==> src/rtl/alarm_sequencer.sv <==
// alarm_sequencer: alarm edit/commit, arm/disarm and ring/snooze/timeout controller.
// Define ALARM_SNOOZE_EN to build the SNOOZE state and btn_snooze handling.
module alarm_sequencer #(
    parameter int HW          = 5,
    parameter int MW          = 6,
    parameter int RING_SECS   = 60,
    parameter int SNOOZE_SECS = 300,
    parameter int CW          = 9
) (
    input  logic          clk,
    input  logic          rst,
    input  logic          tick_1hz,
    input  logic          btn_mode,
    input  logic          btn_inc,
    input  logic          btn_cancel,
    input  logic          btn_arm,
    input  logic          btn_snooze,
    input  logic          match_hh,
    input  logic          match_mm,
    input  logic          armed_in,
    output logic [HW-1:0] alarm_hh,
    output logic [MW-1:0] alarm_mm,
    output logic          set_alarm,
    output logic          arm_on,
    output logic          arm_off,
    output logic [1:0]    editing,
    output logic          ringing
);
    typedef enum logic [2:0] {
        IDLE, EDIT_HH, EDIT_MM, COMMIT, RING
`ifdef ALARM_SNOOZE_EN
        , SNOOZE
`endif
    } state_t;

    localparam logic [CW-1:0] RING_LAST = CW'(RING_SECS - 1);
`ifdef ALARM_SNOOZE_EN
    localparam logic [CW-1:0] SNOOZE_LAST = CW'(SNOOZE_SECS - 1);
`else
    logic unused_snooze;
    assign unused_snooze = btn_snooze ^ SNOOZE_SECS[0];
`endif

    state_t          state_q, state_d;
    logic [HW-1:0]   com_hh_q, com_hh_d, ed_hh_q, ed_hh_d, alarm_hh_q, alarm_hh_d;
    logic [MW-1:0]   com_mm_q, com_mm_d, ed_mm_q, ed_mm_d, alarm_mm_q, alarm_mm_d;
    logic            set_alarm_q, set_alarm_d, arm_on_q, arm_on_d, arm_off_q, arm_off_d;
    logic            ringing_q, ringing_d, match_prev_q, match_prev_d;
    logic [1:0]      editing_q, editing_d;
    logic [CW-1:0]   cnt_q, cnt_d;
    logic            match_edge, p_mode, p_snooze, p_inc, p_arm, in_edit;

    always_comb begin
        match_prev_d = match_hh & match_mm & armed_in;
        match_edge   = match_prev_d & ~match_prev_q;
        p_mode       = btn_mode & ~btn_cancel;
`ifdef ALARM_SNOOZE_EN
        p_snooze     = btn_snooze & ~btn_cancel & ~btn_mode;
`else
        p_snooze     = 1'b0;
`endif
        p_inc        = btn_inc & ~(btn_cancel | btn_mode | p_snooze);
        p_arm        = btn_arm & ~(btn_cancel | btn_mode | p_snooze | btn_inc);
        state_d      = state_q;
        com_hh_d     = com_hh_q;
        com_mm_d     = com_mm_q;
        ed_hh_d      = ed_hh_q;
        ed_mm_d      = ed_mm_q;
        arm_on_d     = 1'b0;
        arm_off_d    = 1'b0;
        case (state_q)
            IDLE: begin
                if (match_edge) begin
                    state_d = RING;
                end else if (p_mode) begin
                    state_d = EDIT_HH;
                    ed_hh_d = com_hh_q;
                    ed_mm_d = com_mm_q;
                end else if (p_arm) begin
                    arm_on_d  = ~armed_in;
                    arm_off_d = armed_in;
                end
            end
            EDIT_HH: begin
                if (btn_cancel) state_d = IDLE;
                else if (p_mode) state_d = EDIT_MM;
                else if (p_inc) ed_hh_d = ed_hh_q == HW'(23) ? '0 : ed_hh_q + 1'b1;
            end
            EDIT_MM: begin
                if (btn_cancel) begin
                    state_d = IDLE;
                end else if (p_mode) begin
                    // committed regs take the new value on COMMIT entry so the matcher sees it with set_alarm
                    state_d  = COMMIT;
                    com_hh_d = ed_hh_q;
                    com_mm_d = ed_mm_q;
                end else if (p_inc) begin
                    ed_mm_d = ed_mm_q == MW'(59) ? '0 : ed_mm_q + 1'b1;
                end
            end
            COMMIT: state_d = IDLE;
            RING: begin
                if (btn_cancel) state_d = IDLE;
`ifdef ALARM_SNOOZE_EN
                else if (p_snooze) state_d = SNOOZE;
`endif
                else if (tick_1hz && cnt_q == RING_LAST) state_d = IDLE;
            end
`ifdef ALARM_SNOOZE_EN
            SNOOZE: begin
                if (btn_cancel) begin
                    state_d = IDLE;
                end else if (p_arm) begin
                    state_d   = IDLE;
                    arm_off_d = 1'b1;
                end else if (tick_1hz && cnt_q == SNOOZE_LAST) begin
                    state_d = RING;
                end
            end
`endif
            default: state_d = IDLE;
        endcase
        in_edit     = state_d == EDIT_HH || state_d == EDIT_MM;
        cnt_d       = state_d != state_q ? '0 : cnt_q + CW'(tick_1hz);
        set_alarm_d = state_d == COMMIT;
        arm_on_d    = arm_on_d | set_alarm_d;
        ringing_d   = state_d == RING;
        editing_d   = state_d == EDIT_HH ? 2'd1 : state_d == EDIT_MM ? 2'd2 : 2'd0;
        alarm_hh_d  = in_edit ? ed_hh_d : com_hh_d;
        alarm_mm_d  = in_edit ? ed_mm_d : com_mm_d;
    end

    always_ff @(posedge clk) begin
        if (rst) begin
            state_q      <= IDLE;
            com_hh_q     <= '0;
            com_mm_q     <= '0;
            ed_hh_q      <= '0;
            ed_mm_q      <= '0;
            alarm_hh_q   <= '0;
            alarm_mm_q   <= '0;
            set_alarm_q  <= 1'b0;
            arm_on_q     <= 1'b0;
            arm_off_q    <= 1'b0;
            ringing_q    <= 1'b0;
            editing_q    <= 2'd0;
            cnt_q        <= '0;
            match_prev_q <= 1'b0;
        end else begin
            state_q      <= state_d;
            com_hh_q     <= com_hh_d;
            com_mm_q     <= com_mm_d;
            ed_hh_q      <= ed_hh_d;
            ed_mm_q      <= ed_mm_d;
            alarm_hh_q   <= alarm_hh_d;
            alarm_mm_q   <= alarm_mm_d;
            set_alarm_q  <= set_alarm_d;
            arm_on_q     <= arm_on_d;
            arm_off_q    <= arm_off_d;
            ringing_q    <= ringing_d;
            editing_q    <= editing_d;
            cnt_q        <= cnt_d;
            match_prev_q <= match_prev_d;
        end
    end

    assign alarm_hh  = alarm_hh_q;
    assign alarm_mm  = alarm_mm_q;
    assign set_alarm = set_alarm_q;
    assign arm_on    = arm_on_q;
    assign arm_off   = arm_off_q;
    assign editing   = editing_q;
    assign ringing   = ringing_q;
endmodule

==> config.mk <==
export PLATFORM = sky130hd
export DESIGN_NAME = alarm_sequencer
export DESIGN_NICKNAME = d
export VERILOG_FILES = /design/src/rtl/alarm_sequencer.sv
export SDC_FILE = /design/constraint.sdc
export NUM_CORES = 1
export LEC_CHECK = 0
export ABC_CLOCK_PERIOD_IN_PS = 3200
export BUFFER_PORTS_ARGS = -buffer_cell sky130_fd_sc_hd__buf_2
export CORE_MARGIN = 2
export CORE_UTILIZATION = 35
export CTS_BUF_LIST = sky130_fd_sc_hd__clkbuf_8
export DETAILED_ROUTE_END_ITERATION = 7
export GPL_TIMING_DRIVEN = 0
export PLACE_DENSITY_LB_ADDON = 0.1
export SYNTH_ARGS = -nofsm -noshare
export SYNTH_HDL_FRONTEND = slang
export SYNTH_SLANG_ARGS = --single-unit
==> constraint.sdc <==
create_clock -name clk -period 3.2 [get_ports clk]
set_input_delay 0.64 -clock clk [delete_from_list [all_inputs] [get_ports clk]]
set_output_delay 0.64 -clock clk [all_outputs]
set_load 0.005 [all_outputs]
### After elaboration in Yosys (flattened, before gate mapping)

Index checks and enable logic that the tools add are counted.
W data, S select, Z words.

* bits of input ports: 11
* output and inout bits: 17
* register bits after elaboration: 52

* add/subtract/negate cells: 3
* bitwise gates (word level): 16
* reduce and logical (&&, ||, !) cells: 6
* multiplexer cells: 37
* equality and inequality tests: 11

Operators with widths (count)
* $mux W6: 10
* $mux W5: 10
* $mux W3: 8
* $pmux W3 S4: 1
* $pmux W6 S2: 1
* $pmux W5 S2: 1
* $add A9 B1 Y9: 1
* $eq A3 B2 Y1 const B: 3
* $eq A9 B6 Y1 const B: 1
* $not A1 Y1: 7
* $add A6 B1 Y6 const B: 1
* $and A1 B1 Y1: 6
* $eq A3 B1 Y1 const B: 2
* $eq A3 B3 Y1 const B: 2
* $eq A6 B6 Y1 const B: 1
* $add A5 B1 Y5 const B: 1
* $eq A5 B5 Y1 const B: 1
* $mux W1: 5
* $reduce_or A5 Y1: 1
* $reduce_or A2 Y1: 2
* $logic_not A3 Y1: 1
* $ne A3 B3 Y1: 1
* $or A1 B1 Y1: 3
* $mux W2: 1
* other kinds (2): 2

### Logic depth before layout (Yosys ltp)

* depth after elaboration: 9
* mapped depth: 7

### Worst setup path before layout

Ideal clock, no wire load.

* path type: input to register
* start: input port btn_mode
* end: register alarm_hh_q[1] (netlist: alarm_hh[1])
* path slack: 1303 ps
* arrival time: 1776 ps
* cell stages on the path: 7
* data required time: 3079 ps
* cells stage by stage: buf_4 nand3b_1 nor3_2 buf_4 mux2i_1 nor2_1 mux2_2

* cells in the longest elaborated chain, start to end: 8
* elaborated cells between the ends (all ways): 24

Ends and longest elaborated chain
* start, declared: line 13 `input logic btn_mode,`
* $or A1 B1 Y1: line 62 `p_inc = btn_inc & ~(btn_cancel | btn_mode | p_snooze);`
* $not A1 Y1: line 62
* $and A1 B1 Y1: line 62
* $mux W5: line 87 `else if (p_inc) ed_hh_d = ed_hh_q == HW'(23) ? '0 : ed_hh_q + 1'b1;`
* $mux W5: line 86 `else if (p_mode) state_d = EDIT_MM;`
* $mux W5: line 85 `if (btn_cancel) state_d = IDLE;`
* $pmux W5 S2: line 71 `case (state_q)`
* $mux W5 (*): line 129 `alarm_hh_d = in_edit ? ed_hh_d : com_hh_d;`
* end signal, assigned: line 155 `alarm_hh_q <= alarm_hh_d;`
* end, declared: line 45 `logic [HW-1:0] com_hh_q, com_hh_d, ed_hh_q, ed_hh_d, alarm_hh_q, alarm_hh_d;`

Mark *: on every way between the ends. The rest lies on a longest branch, timed or not.
A chain may end at the register's enable or synchronous reset.

### Worst setup path after layout

* start: input port armed_in
* end: register alarm_hh_q[2] (netlist: alarm_hh[2])

* cells in the longest elaborated chain, start to end: 7
* elaborated cells between the ends (all ways): 10

Ends and longest elaborated chain
* start, declared: line 20 `input logic armed_in,`
* $and A1 B1 Y1 (*): line 54 `match_prev_d = match_hh & match_mm & armed_in;`
* $and A1 B1 Y1 (*): line 55 `match_edge = match_prev_d & ~match_prev_q;`
* $mux W3: line 73 `if (match_edge) begin`
* $pmux W3 S4: line 71
* $eq A3 B1 Y1 or $eq A3 B2 Y1 (tied branches): line 123 `in_edit = state_d == EDIT_HH || state_d == EDIT_MM;`
* $logic_or A1 B1 Y1: line 123
* $mux W5 (*): line 129

Marked as above.

==> metrics.yaml <==
fin_nets: 321
routabilityCongestion: 0.7437
min_period_ps: 2011
syn_nets: 289
grt_usage: 0.1635
die_h_um: 87.99
cts.clk_slew.worst_paths_ps: 90
synth_cell_types: 59
critPathMostFrequentCell: "nor3_1"
outcome: "finished, final reports clean"
synth_area_um2: 2469
tightest_slew_ps: 826.9
hold_start: "com_mm_q[5]"
grt_max_degree: 16
hold_depth: 2
first_pass_iters: 6
synth_edf_count: 0
crit_type: "in -> reg"
start_util: 0.3634
yosysWarningCount: 0
critical_path.cell_chain: "buf_2 -> and4b_1 -> nor3_1 -> o21ai_1 -> nor3_1 -> a211oi_2"
wl_per_cell_um: 14.67
p_leak_uw: 0.001041
dpl.hpwl_um: 4233
dieArea_um2: 7741
async_flop_share: 0
synth_compound_area_frac: 0.1708
synth_top_family_by_area: "simple AND/OR/NAND/NOR gates"
layout_setup_ws_ps: 1189
vias: 2126
grt_pass1_vias: 1904
critPathSlowestCell: "o21ai_1"
grt_pass1_wl_um: 9742
dp_slack_ps: 853.3
numCtsBuffers: 5
min_path_type: "reg -> reg"
drt_wl_total_um: 5913
root_buffer: "clkbuf_8"
clk_path_buf_depth: 2
worst_clock_skew_ps: 11.03
overflow: 0
drv_slew: 0
cts_resized: 0
cp.arrival_ps: 2240
cts_hold_buf: 0
rsz0062_at_grt: "false"
reg2reg_setup_slack_ps: 1250
reg2reg_depth: 6
initialDrtViolationCount: 65
core_um2: 6794
most-common-layout-cells: "dfxtp_1 (52), nor2_1 (36), buf_2 (29)"
die_w_um: 87.99
timing.rr.end: "alarm_hh[2]"
fp-row-count: 30
synth_seq_cells: 52
clock_latency_ps: 310
antenna_found_initial: 0
maxCapViolCount: 0
clock-sinks: 52
area_delta_synth_final_pct: 14.29
drc_errors: 0
synth_area_per_cell_um2: 9.010
cp-end-kind: "flip-flop"
setup_violations: 0
synthMuxAreaShare: 0.06741
cp-start-kind: "input port"
slowest_delay_ps: 670
cp_max_fo: 9
power_density_nw_per_um2: 432.8
final_layout_size_suffix_gt1_frac: 0.1954
layout_commonest_cell: "dfxtp_1"
slew_headroom: 0.4451
tritoncts: "yes"
max-vdd-ir-drop_mv: 0.1973
synth-simple-area-share: 0.2468
via_per_inst: 5.275
diodes: 0
synth.area.top_cells: "dfxtp_1 (42%), nor2_1 (5.5%), mux2i_1 (4.5%)"
synth_top_area_share: 0.4217
setup-tns-final_ps: 0
holdPathEnd: "com_mm_q[5]"
io_buffers: 25
io_pins: 28
seq_area_frac_synth: 0.4217
finalCritPeriodShare: 0.6284
postCtsSetupRepairBufs: 0
synth_fa_ha_area_frac: 0.02027
ctsHtreeMaxLevel: 2
synth_top_cell_by_area: "dfxtp_1"
antenna_left: 0
ys.flop_type: "dfxtp_1"
max_freq_ghz: 0.4973
synthCells: 274
worstReg2RegStart: "state_q[2]"
final_hold_viol_count: 0
synth_xor_area_frac: 0.02484
crit_required_ps: 3430
==> stage by stage <==
stage	cell area, um2	cells	util	power, uW	hold slack, ps
after CTS	2821	403	0.4153	1238	531.5
final	2821	403	0.4153	1221	528.3
after floorplan	2469	274	-	754.9	475.5
after detailed placement	2714	395	0.3994	793.9	509.6
after global routing	2821	403	0.4153	1277	556.9
after global placement	2714	395	0.3994	794.5	510.3
==> routing by layer <==
| metal | track usage | part of all wire |
|---|---|---|
| met5 | 0 | 0 |
| met1 | 0.2354 | 0.52 |
| met2 | 0.2466 | 0.44 |
| met3 | 0.03205 | 0.027 |
| met4 | 0.05035 | 0.012 |
==> synth_stat cells, drive strengths merged (5+ instances only) <==
| cell type | count |
|---|---|
| a21o | 6 |
| nor3 | 15 |
| clkbuf | 10 |
| a31oi | 6 |
| mux2i | 11 |
| buf | 9 |
| nand4 | 5 |
| nand3 | 13 |
| nand2 | 13 |
| inv | 6 |
| mux2 | 5 |
| o21ai | 8 |
| nor2 | 36 |
| a21oi | 15 |
| dfxtp | 52 |
==> sequential cells by signal (all words and copies together) (netlist names) <==
signal	cells
arm_on	1
com_hh_q	5
com_mm_q	6
alarm_mm	6
ed_mm_q	6
ed_hh_q	5
set_alarm	1
editing	2
state_q	3
alarm_hh	5
ringing	1
cnt_q	9
arm_off	1
match_prev_q	1
==> power breakdown <==
part,internal [uW],switching [uW]
clock,229,213
sequential,658,4.60
combinational,41.2,75.6
==> cell families (layout without fill, tap and decap cells) <==
kind of cell	after synthesis	count (layout)
muxes	16	16
and+or+nand+nor	111	111
DFF	52	52
buffers and inverters	25	58
adders and majority gates	4	4
xor gates and xnor gates	7	7
AOI/OAI and AO/OA	59	59
==> worst max path at each step <==
stage,start,to,slack [ps],depth (start not counted)
after floorplan,btn_mode,alarm_hh[1],1300,7
after global placement,armed_in,alarm_hh[2],830,6
after detailed placement,btn_mode,alarm_mm[1],850,8
after CTS,btn_mode,alarm_mm[1],1180,8
after global routing,armed_in,alarm_hh[2],1010,6
final,armed_in,alarm_hh[2],1190,6
==> cell type report <==
| class | instances | area, um2 |
|---|---|---|
| inverter | 6 | 22.52 |
| tap | 96 | 120.1 |
| multi-input combinational | 197 | 1309 |
| sequential | 52 | 1041 |
| fill | 715 | 3973 |
| buffer | 19 | 96.34 |
| clock inverter | 3 | 38.79 |
| timing repair buffer | 25 | 125.1 |
| clock buffer | 5 | 68.82 |
==> critical path: cells and delay by family <==
kind / cells / cell delay [ps]
and+or+nand+nor: 3 / 590
buffers and inverters: 1 / 120
AOI/OAI and AO/OA: 2 / 890
(Power assumes the default switching activity.)
